## src/rtl/uart_rx_pkg.sv

```systemverilog
// Shared types for the UART receiver: supported line rates.
package uart_rx_pkg;

    typedef enum int unsigned {
        BR_9600   = 9600,
        BR_19200  = 19200,
        BR_38400  = 38400,
        BR_57600  = 57600,
        BR_115200 = 115200,
        BR_230400 = 230400,
        BR_460800 = 460800,
        BR_921600 = 921600
    } uart_baud_rate_t;

endpackage

```

## src/rtl/rv_if.sv

```systemverilog
// Ready/valid byte stream; TX drives valid/data, RX drives ready.
interface rv_if #(
    parameter int unsigned DW = 8
);
    logic          valid;
    logic          ready;
    logic [DW-1:0] data;

    modport TX (output valid, output data, input ready);
    modport RX (input valid, input data, output ready);
endinterface

```

## src/rtl/uart_rx.sv

```systemverilog
// 8N1 UART receiver with a single-entry holding register on a ready/valid port.
// Frames are never back-pressured; a full holding register drops the new byte.
module uart_rx
    import uart_rx_pkg::*;
#(
    parameter int unsigned     CLOCK_FREQ = 100_000_000,
    parameter uart_baud_rate_t BAUD_RATE  = BR_115200
) (
    input  logic clk,
    input  logic rst,
    input  logic serial_in,
    rv_if.TX     rx,
    output logic frame_err,
    output logic overrun
);

    localparam int unsigned CLKS_PER_BIT = CLOCK_FREQ / 32'(BAUD_RATE);
    localparam int unsigned SAMPLE_POINT = CLKS_PER_BIT / 2;
    localparam int unsigned CW           = $clog2(CLKS_PER_BIT) + 1;

    localparam logic [1:0] IDLE  = 2'd0;
    localparam logic [1:0] START = 2'd1;
    localparam logic [1:0] DATA  = 2'd2;
    localparam logic [1:0] STOP  = 2'd3;

    logic [1:0]    state, state_d;
    logic          sync1, rxs, rxs_prev;
    logic [CW-1:0] cnt, cnt_d;
    logic [2:0]    idx, idx_d;
    logic [7:0]    shreg, shreg_d;
    logic          valid_q, valid_d;
    logic [7:0]    data_q, data_d;
    logic          ferr_q, ferr_d;
    logic          ovr_q, ovr_d;

    // State register; synchronizer resets high so reset exit never looks like a start bit
    always_ff @(posedge clk) begin
        if (rst) begin
            state    <= IDLE;
            sync1    <= 1'b1;
            rxs      <= 1'b1;
            rxs_prev <= 1'b1;
            cnt      <= '0;
            idx      <= '0;
            shreg    <= '0;
            valid_q  <= 1'b0;
            data_q   <= '0;
            ferr_q   <= 1'b0;
            ovr_q    <= 1'b0;
        end else begin
            state    <= state_d;
            sync1    <= serial_in;
            rxs      <= sync1;
            rxs_prev <= rxs;
            cnt      <= cnt_d;
            idx      <= idx_d;
            shreg    <= shreg_d;
            valid_q  <= valid_d;
            data_q   <= data_d;
            ferr_q   <= ferr_d;
            ovr_q    <= ovr_d;
        end
    end

    // Next-state, bit timing and holding-register update
    always_comb begin
        state_d = state;
        cnt_d   = cnt;
        idx_d   = idx;
        shreg_d = shreg;
        data_d  = data_q;
        valid_d = valid_q && !rx.ready;
        ferr_d  = 1'b0;
        ovr_d   = 1'b0;

        case (state)
            IDLE: begin
                if (rxs_prev && !rxs) begin
                    state_d = START;
                    cnt_d   = '0;
                end
            end
            START: begin
                if (cnt == CW'(SAMPLE_POINT - 1)) begin
                    cnt_d   = '0;
                    idx_d   = '0;
                    state_d = rxs ? IDLE : DATA;
                end else begin
                    cnt_d = cnt + CW'(1);
                end
            end
            DATA: begin
                if (cnt == CW'(CLKS_PER_BIT - 1)) begin
                    cnt_d   = '0;
                    shreg_d = {rxs, shreg[7:1]};
                    if (idx == 3'd7) begin
                        state_d = STOP;
                    end else begin
                        idx_d = idx + 3'd1;
                    end
                end else begin
                    cnt_d = cnt + CW'(1);
                end
            end
            STOP: begin
                if (cnt == CW'(CLKS_PER_BIT - 1)) begin
                    cnt_d   = '0;
                    state_d = IDLE;
                    // A slot freed by this cycle's handshake may be refilled at once
                    if (!rxs) begin
                        ferr_d = 1'b1;
                    end else if (!valid_q || rx.ready) begin
                        data_d  = shreg;
                        valid_d = 1'b1;
                    end else begin
                        ovr_d = 1'b1;
                    end
                end else begin
                    cnt_d = cnt + CW'(1);
                end
            end
            default: state_d = IDLE;
        endcase
    end

    assign rx.valid  = valid_q;
    assign rx.data   = data_q;
    assign frame_err = ferr_q;
    assign overrun   = ovr_q;

endmodule

```

## src/flat_wrapper.sv

```systemverilog
// flat-port wrapper written by rule: the top's interface ports become plain ports
module uart_rx_flat import uart_rx_pkg::*;
#(
    parameter int unsigned     CLOCK_FREQ = 100_000_000,
    parameter uart_baud_rate_t BAUD_RATE  = BR_115200
)
  (clk, rst, serial_in, frame_err, overrun, rx_valid, rx_data, rx_ready);
  rv_if #(.DW(8)) rx_i ();
  input  logic clk;
  input  logic rst;
  input  logic serial_in;
  output logic frame_err;
  output logic overrun;
  output wire logic [$bits(rx_i.valid)-1:0] rx_valid;
  output wire logic [$bits(rx_i.data)-1:0] rx_data;
  input wire logic [$bits(rx_i.ready)-1:0] rx_ready;
  assign rx_valid = rx_i.valid;
  assign rx_data = rx_i.data;
  assign rx_i.ready = rx_ready;
  uart_rx #(.CLOCK_FREQ(CLOCK_FREQ), .BAUD_RATE(BAUD_RATE)) u_core (.clk(clk), .rst(rst), .serial_in(serial_in), .rx(rx_i), .frame_err(frame_err), .overrun(overrun));
endmodule
```

## config.mk

```make
export PLATFORM = sky130hd
export DESIGN_NAME = uart_rx_flat
export DESIGN_NICKNAME = d
export VERILOG_FILES = /design/src/rtl/uart_rx_pkg.sv /design/src/rtl/rv_if.sv /design/src/rtl/uart_rx.sv /design/src/flat_wrapper.sv
export SDC_FILE = /design/constraint.sdc
export NUM_CORES = 1
export LEC_CHECK = 0
export CORE_MARGIN = 2
export CORE_UTILIZATION = 31
export CTS_BUF_LIST = sky130_fd_sc_hd__clkbuf_4
export DETAILED_ROUTE_END_ITERATION = 8
export DONT_BUFFER_PORTS = 1
export GPL_TIMING_DRIVEN = 0
export PLACE_DENSITY = 0.45
export SLEW_MARGIN = 20
export SYNTH_ARGS = -nofsm -noshare
export SYNTH_HDL_FRONTEND = slang
export SYNTH_SLANG_ARGS = --single-unit
```

## constraint.sdc

```tcl
create_clock -name clk -period 2 [get_ports clk]
set_input_delay 0.6 -clock clk [delete_from_list [all_inputs] [get_ports clk]]
set_output_delay 0.6 -clock clk [all_outputs]
set_load 0.01 [all_outputs]
```

# Word level (Yosys, flattened, before mapping)
# Cells that the tools add are included.
# totals
ff_bits	38
latchBits	0
mem_bits_rw	0
mem_bits_ro	0
inputBits	4
output_inout_bits	11
mem_count	0
# op_classes
n_addsub	2
mul	0
n_div	0
magnitude_cmp	0
n_eq_ne	12
shift	0
mux	21
n_bitwise	3
n_reduce_logical	15
# ops
cell	count
$mux 11	3
$pmux 11 s3	1
$mux 2	6
$add 11x1->11 const B	1
$eq 11x10->1 const B	1
$eq 11x9->1 const B	1
$ne 2x1->1 const B	5
$mux 3	3
$pmux 2 s4	1
$reduce_and 4->1	2
$mux 1	6
$pmux 3 s2	1
$reduce_and 5->1	1
$eq 2x2->1 const B	2
$reduce_or 4->1	1
$add 3x1->3 const B	1
$eq 3x3->1 const B	1
$logic_not 1->1	3
$not 1->1	3
$reduce_or 3->1	1
$eq 2x1->1 const B	1
$logic_and 1x1->1	2
$logic_not 2->1	1
$ne 2x2->1 const B	1
4 further kinds	4

# Logic depth before layout (Yosys ltp)
# depth
depth_word	6
ltp_mapped	7

# Worst setup path after synthesis
# No wires, ideal clock.
# synth_timing
kind	register -> register
from	register u_core.cnt[0]
to	register u_core.shreg[0]
setup_time_ps	128
arrival_ps	1718
slack_ps	154
stages_incl_launch_ff	6
period_less_slack_ps	1846
cell_sequence	dfxtp_1 ha_1 nand4_1 nor4_4 mux2i_1 nor2_1
# synth_via
elab_chain_len	2
# synth_rtl
item	line_no	source
start: declaration	uart_rx.sv:28	logic [CW-1:0] cnt, cnt_d;
start signal: assignment	uart_rx.sv:55	cnt <= cnt_d;
$eq 11x10->1	uart_rx.sv:93	if (cnt == CW'(CLKS_PER_BIT - 1)) begin
$reduce_and 2->1 (no line)	n/a	
end signal: assignment	uart_rx.sv:57	shreg <= shreg_d;
end: declaration	uart_rx.sv:30	logic [7:0] shreg, shreg_d;
# No other way between the ends.
# A chain may end at the register's enable or synchronous reset.

# Worst setup path after layout
# layout_timing
from	register u_core.cnt[0]
to	register u_core.idx[2]
# layout_via
elab_chain_len	3
# layout_rtl
item	line_no	source
$eq 11x10->1 or $eq 11x9->1 (tied branches)	uart_rx.sv:93, uart_rx.sv:84	
$ne 2x1->1 (no line)	n/a	
$reduce_and 4->1 (no line) *	n/a	
end signal: assignment	uart_rx.sv:56	idx <= idx_d;
end: declaration	uart_rx.sv:29	logic [2:0] idx, idx_d;
# Mark *: on every way between the ends. The rest lies on a longest branch, timed or not.

==> impl_metrics.json <==
{
  "status": "finished clean",
  "grt_overflow": 0,
  "vias": 1491,
  "drcViolationCount": 0,
  "dieArea_mm2": 0.00647,
  "postLayoutCellArea_mm2": 0.00208,
  "hold_viol_final": 0,
  "crit_path_max_incr_delay_ns": 0.48,
  "cp_cell_sequence": "ha_2, nand4_1, buf_4, or4_1, o211ai_1, a31oi_1",
  "gp_congestion": 0.782,
  "routed_wl_um": 4280,
  "antenna_found_initial": 0,
  "area_growth_pct": 15.1,
  "drtAntennaViolNets": 0,
  "synth_top_area_share_pct": 42.0,
  "critPathTopFamily": "simple AND/OR/NAND/NOR gates",
  "die_w_um": 80.4,
  "initial_core_util_pct": 32.5,
  "firstDrtPassIters": 4,
  "fp.dieH_um": 80.4,
  "report.final.slew_viol_count": 0,
  "r2r-start": "u_core.cnt[0]$_SDFFE_PP0P_",
  "cts_hold_buf": 0,
  "via_per_inst": 5.16,
  "synth_common_cells": "dfxtp_1, nand3_1, nor2_1",
  "irDropWorstVdd_uv": 395,
  "worstPathMaxFanout": 5,
  "yosysSeqAreaShare_pct": 42.0,
  "yosys_warnings": 0,
  "row_count": 27,
  "ys_types": 38,
  "synthArstFlopShare_pct": 0,
  "synth.largest_area_cell": "dfxtp_1",
  "required_ns": 2.24,
  "fill_cells": 578,
  "leakage_nw": 0.620,
  "port_buffers": 0,
  "grt_pass1_vias": 1452,
  "synth_cells": 206,
  "max_cap_violations": 0,
  "cp-start-kind": "flip-flop",
  "core_mm2": 0.00557,
  "clk_latency_ns": 0.35,
  "numCtsBuffers": 5,
  "synth.most_common_cell": "dfxtp_1",
  "cts_tree": "built",
  "seq_area_um2": 767,
  "worst_setup_path_end_kind": "flip-flop",
  "min_path_type": "in -> reg",
  "crit_type": "reg -> reg",
  "dpl_cell_area_mm2": 0.00190,
  "synth.avg_cell_area_um2": 8.79,
  "finalNetCount": 224,
  "setup-violations-final": 0,
  "htreeDepth": 2,
  "antenna_cells": 0,
  "drive_gt1_share_pct": 14.3,
  "multi_input_area_um2": 990,
  "p_per_area_mw_per_mm2": 753,
  "synth_area_leaders": "dfxtp_1, a211oi_1, mux2i_1, nand3_1, a21oi_1",
  "grt_max_degree": 13,
  "cp-startpoint": "u_core.cnt[0]$_SDFFE_PP0P_",
  "synth_fp_nets": 214,
  "num_io_pins": 15,
  "tightest_slew_ns": 0.604,
  "grtUsageTotal_pct": 14.6,
  "synth-seq-cells": 38,
  "cp_data_arrival_time_ns": 2.10,
  "period_minus_slack_ns": 1.87,
  "drtIter0Drc": 54,
  "cts_root_buf": "clkbuf_4",
  "ys.flop_type": "dfxtp_1",
  "slew_headroom_pct": 59.6,
  "finClkSkew_ns": 0.00446,
  "fin_hold_ws_ns": 0.342,
  "cts_sinks": 38,
  "syn_area_mm2": 0.00181,
  "critPathSlowestCell": "or4_1",
  "wl_per_cell_um": 14.8,
  "min_from": "serial_in",
  "synth-edff-count": 0,
  "clkSlewWorstSetupHoldPaths_ns": 0.13,
  "dp_hpwl_um": 2960,
  "fmax_mhz": 535,
  "worstPathBufferInverterCount": 1,
  "clockBufferDepth": 2,
  "grt_pass1_wl_um": 7320,
  "period_share_pct": 93.5
}
power breakdown:
part / leakage (nW) / total, mW / internal (mW) / switching [mW]
logic: 0.259 / 0.122 / 0.0315 / 0.0903
registers: 0.309 / 0.778 / 0.768 / 0.00964
clock network: 0.0528 / 0.671 / 0.385 / 0.286
worst reg2reg max path: cells and delay by family (launching register included):
| family | cells | cell delay, ns |
|---|---|---|
| AND/OR/NAND/NOR | 2 | 0.68 |
| buffers and inverters | 1 | 0.19 |
| flip-flops | 1 | 0.39 |
| adder cells (fa/ha/maj) | 1 | 0.22 |
| AO/OA/AOI/OAI | 2 | 0.27 |
through the flow:
stage | TNS [ns] | cells | utilization (%) | setup slack, ns | power [mW]
3_5_place_dp | -4.14 | 278 | 34.1 | -0.273 | 0.910
2_1_floorplan | 0 | 206 | - | 0.154 | 0.871
3_3_place_gp | -4.74 | 278 | 34.1 | -0.356 | 0.912
5_1_grt | -0.00594 | 289 | 37.4 | -0.00547 | 1.63
6_report | 0 | 289 | 37.4 | 0.131 | 1.57
4_1_cts | 0 | 289 | 36.9 | 0.00859 | 1.58
per-layer routing:
metal | share of wire [%] | global-route usage, %
met3 | 2.9 | 3.03
met1 | 52 | 21.4
met4 | 0.93 | 4.58
met2 | 44 | 21.1
met5 | 0 | 0
cell families (layout without fill, tap and decap cells):
family	after synthesis	in the layout	share of synthesized area (%)
and+or+nand+nor	78	78	24.3
buffers and inverters	20	31	5.11
xor gates and xnor gates	6	6	2.90
AOI/OAI and AO/OA	51	51	17.9
muxes	9	9	4.98
adders and majority gates	4	4	2.76
DFF	38	38	42.0
state kept, by name, indices dropped and copies added, names as in the netlist, named ones only:
name / count
u_core.state: 1
u_core.rx.valid: 1
u_core.rx.data: 8
u_core.overrun: 1
u_core.frame_err: 1
u_core.sync1: 1
u_core.shreg: 8
u_core.cnt: 11
u_core.idx: 3
u_core.rxs_prev: 1
u_core.rxs: 1
timing repair:
action | 4_1_cts | 5_1_grt
pin swaps | 2 | 2
resized for setup | 4 | 10
setup endpoints to repair | 27 | 32
buffers inserted | 4 | 1
final timing paths:
kind	end	slack (ns)	depth (start not counted)
max	u_core.idx[2]$_SDFFE_PP0P_	0.13	6
min reg2reg	u_core.rxs$_SDFF_PP1_	0.43	1
min	u_core.sync1$_SDFF_PP1_	0.34	1
max reg2reg	u_core.idx[2]$_SDFFE_PP0P_	0.13	6
final cells by class:
class | instances | share of cell area (%)
multi-input cells | 148 | 47.5
flip-flops and latches | 38 | 36.8
well taps | 72 | 4.32
clock inverters | 3 | 3.06
plain buffers | 12 | 3.06
repair buffers | 5 | 2.40
clock buffers | 5 | 1.80
inverters | 6 | 1.08
layout by cell type (no fill, tap or decap), types with 2 or more instances in the layout:
master,instances
nor3_1,4
xnor2_1,6
a31oi_1,2
buf_4,4
mux2i_1,9
ha_1,3
nand4_1,2
bufinv_16,2
nor4_1,2
clkbuf_1,7
nor4_4,2
clkbuf_4,5
or3_1,2
buf_6,2
inv_1,6
o21ai_0,9
nand2b_1,5
nand3_1,18
o22ai_1,2
and2_1,2
a211oi_1,14
a21oi_1,14
buf_2,2
nor2_1,15
dfxtp_1,35
dfxtp_2,2
nand2_1,11
or2_2,3
o211ai_1,4
nor2b_1,2
No activity file was read; power rests on OpenSTA's default activity.
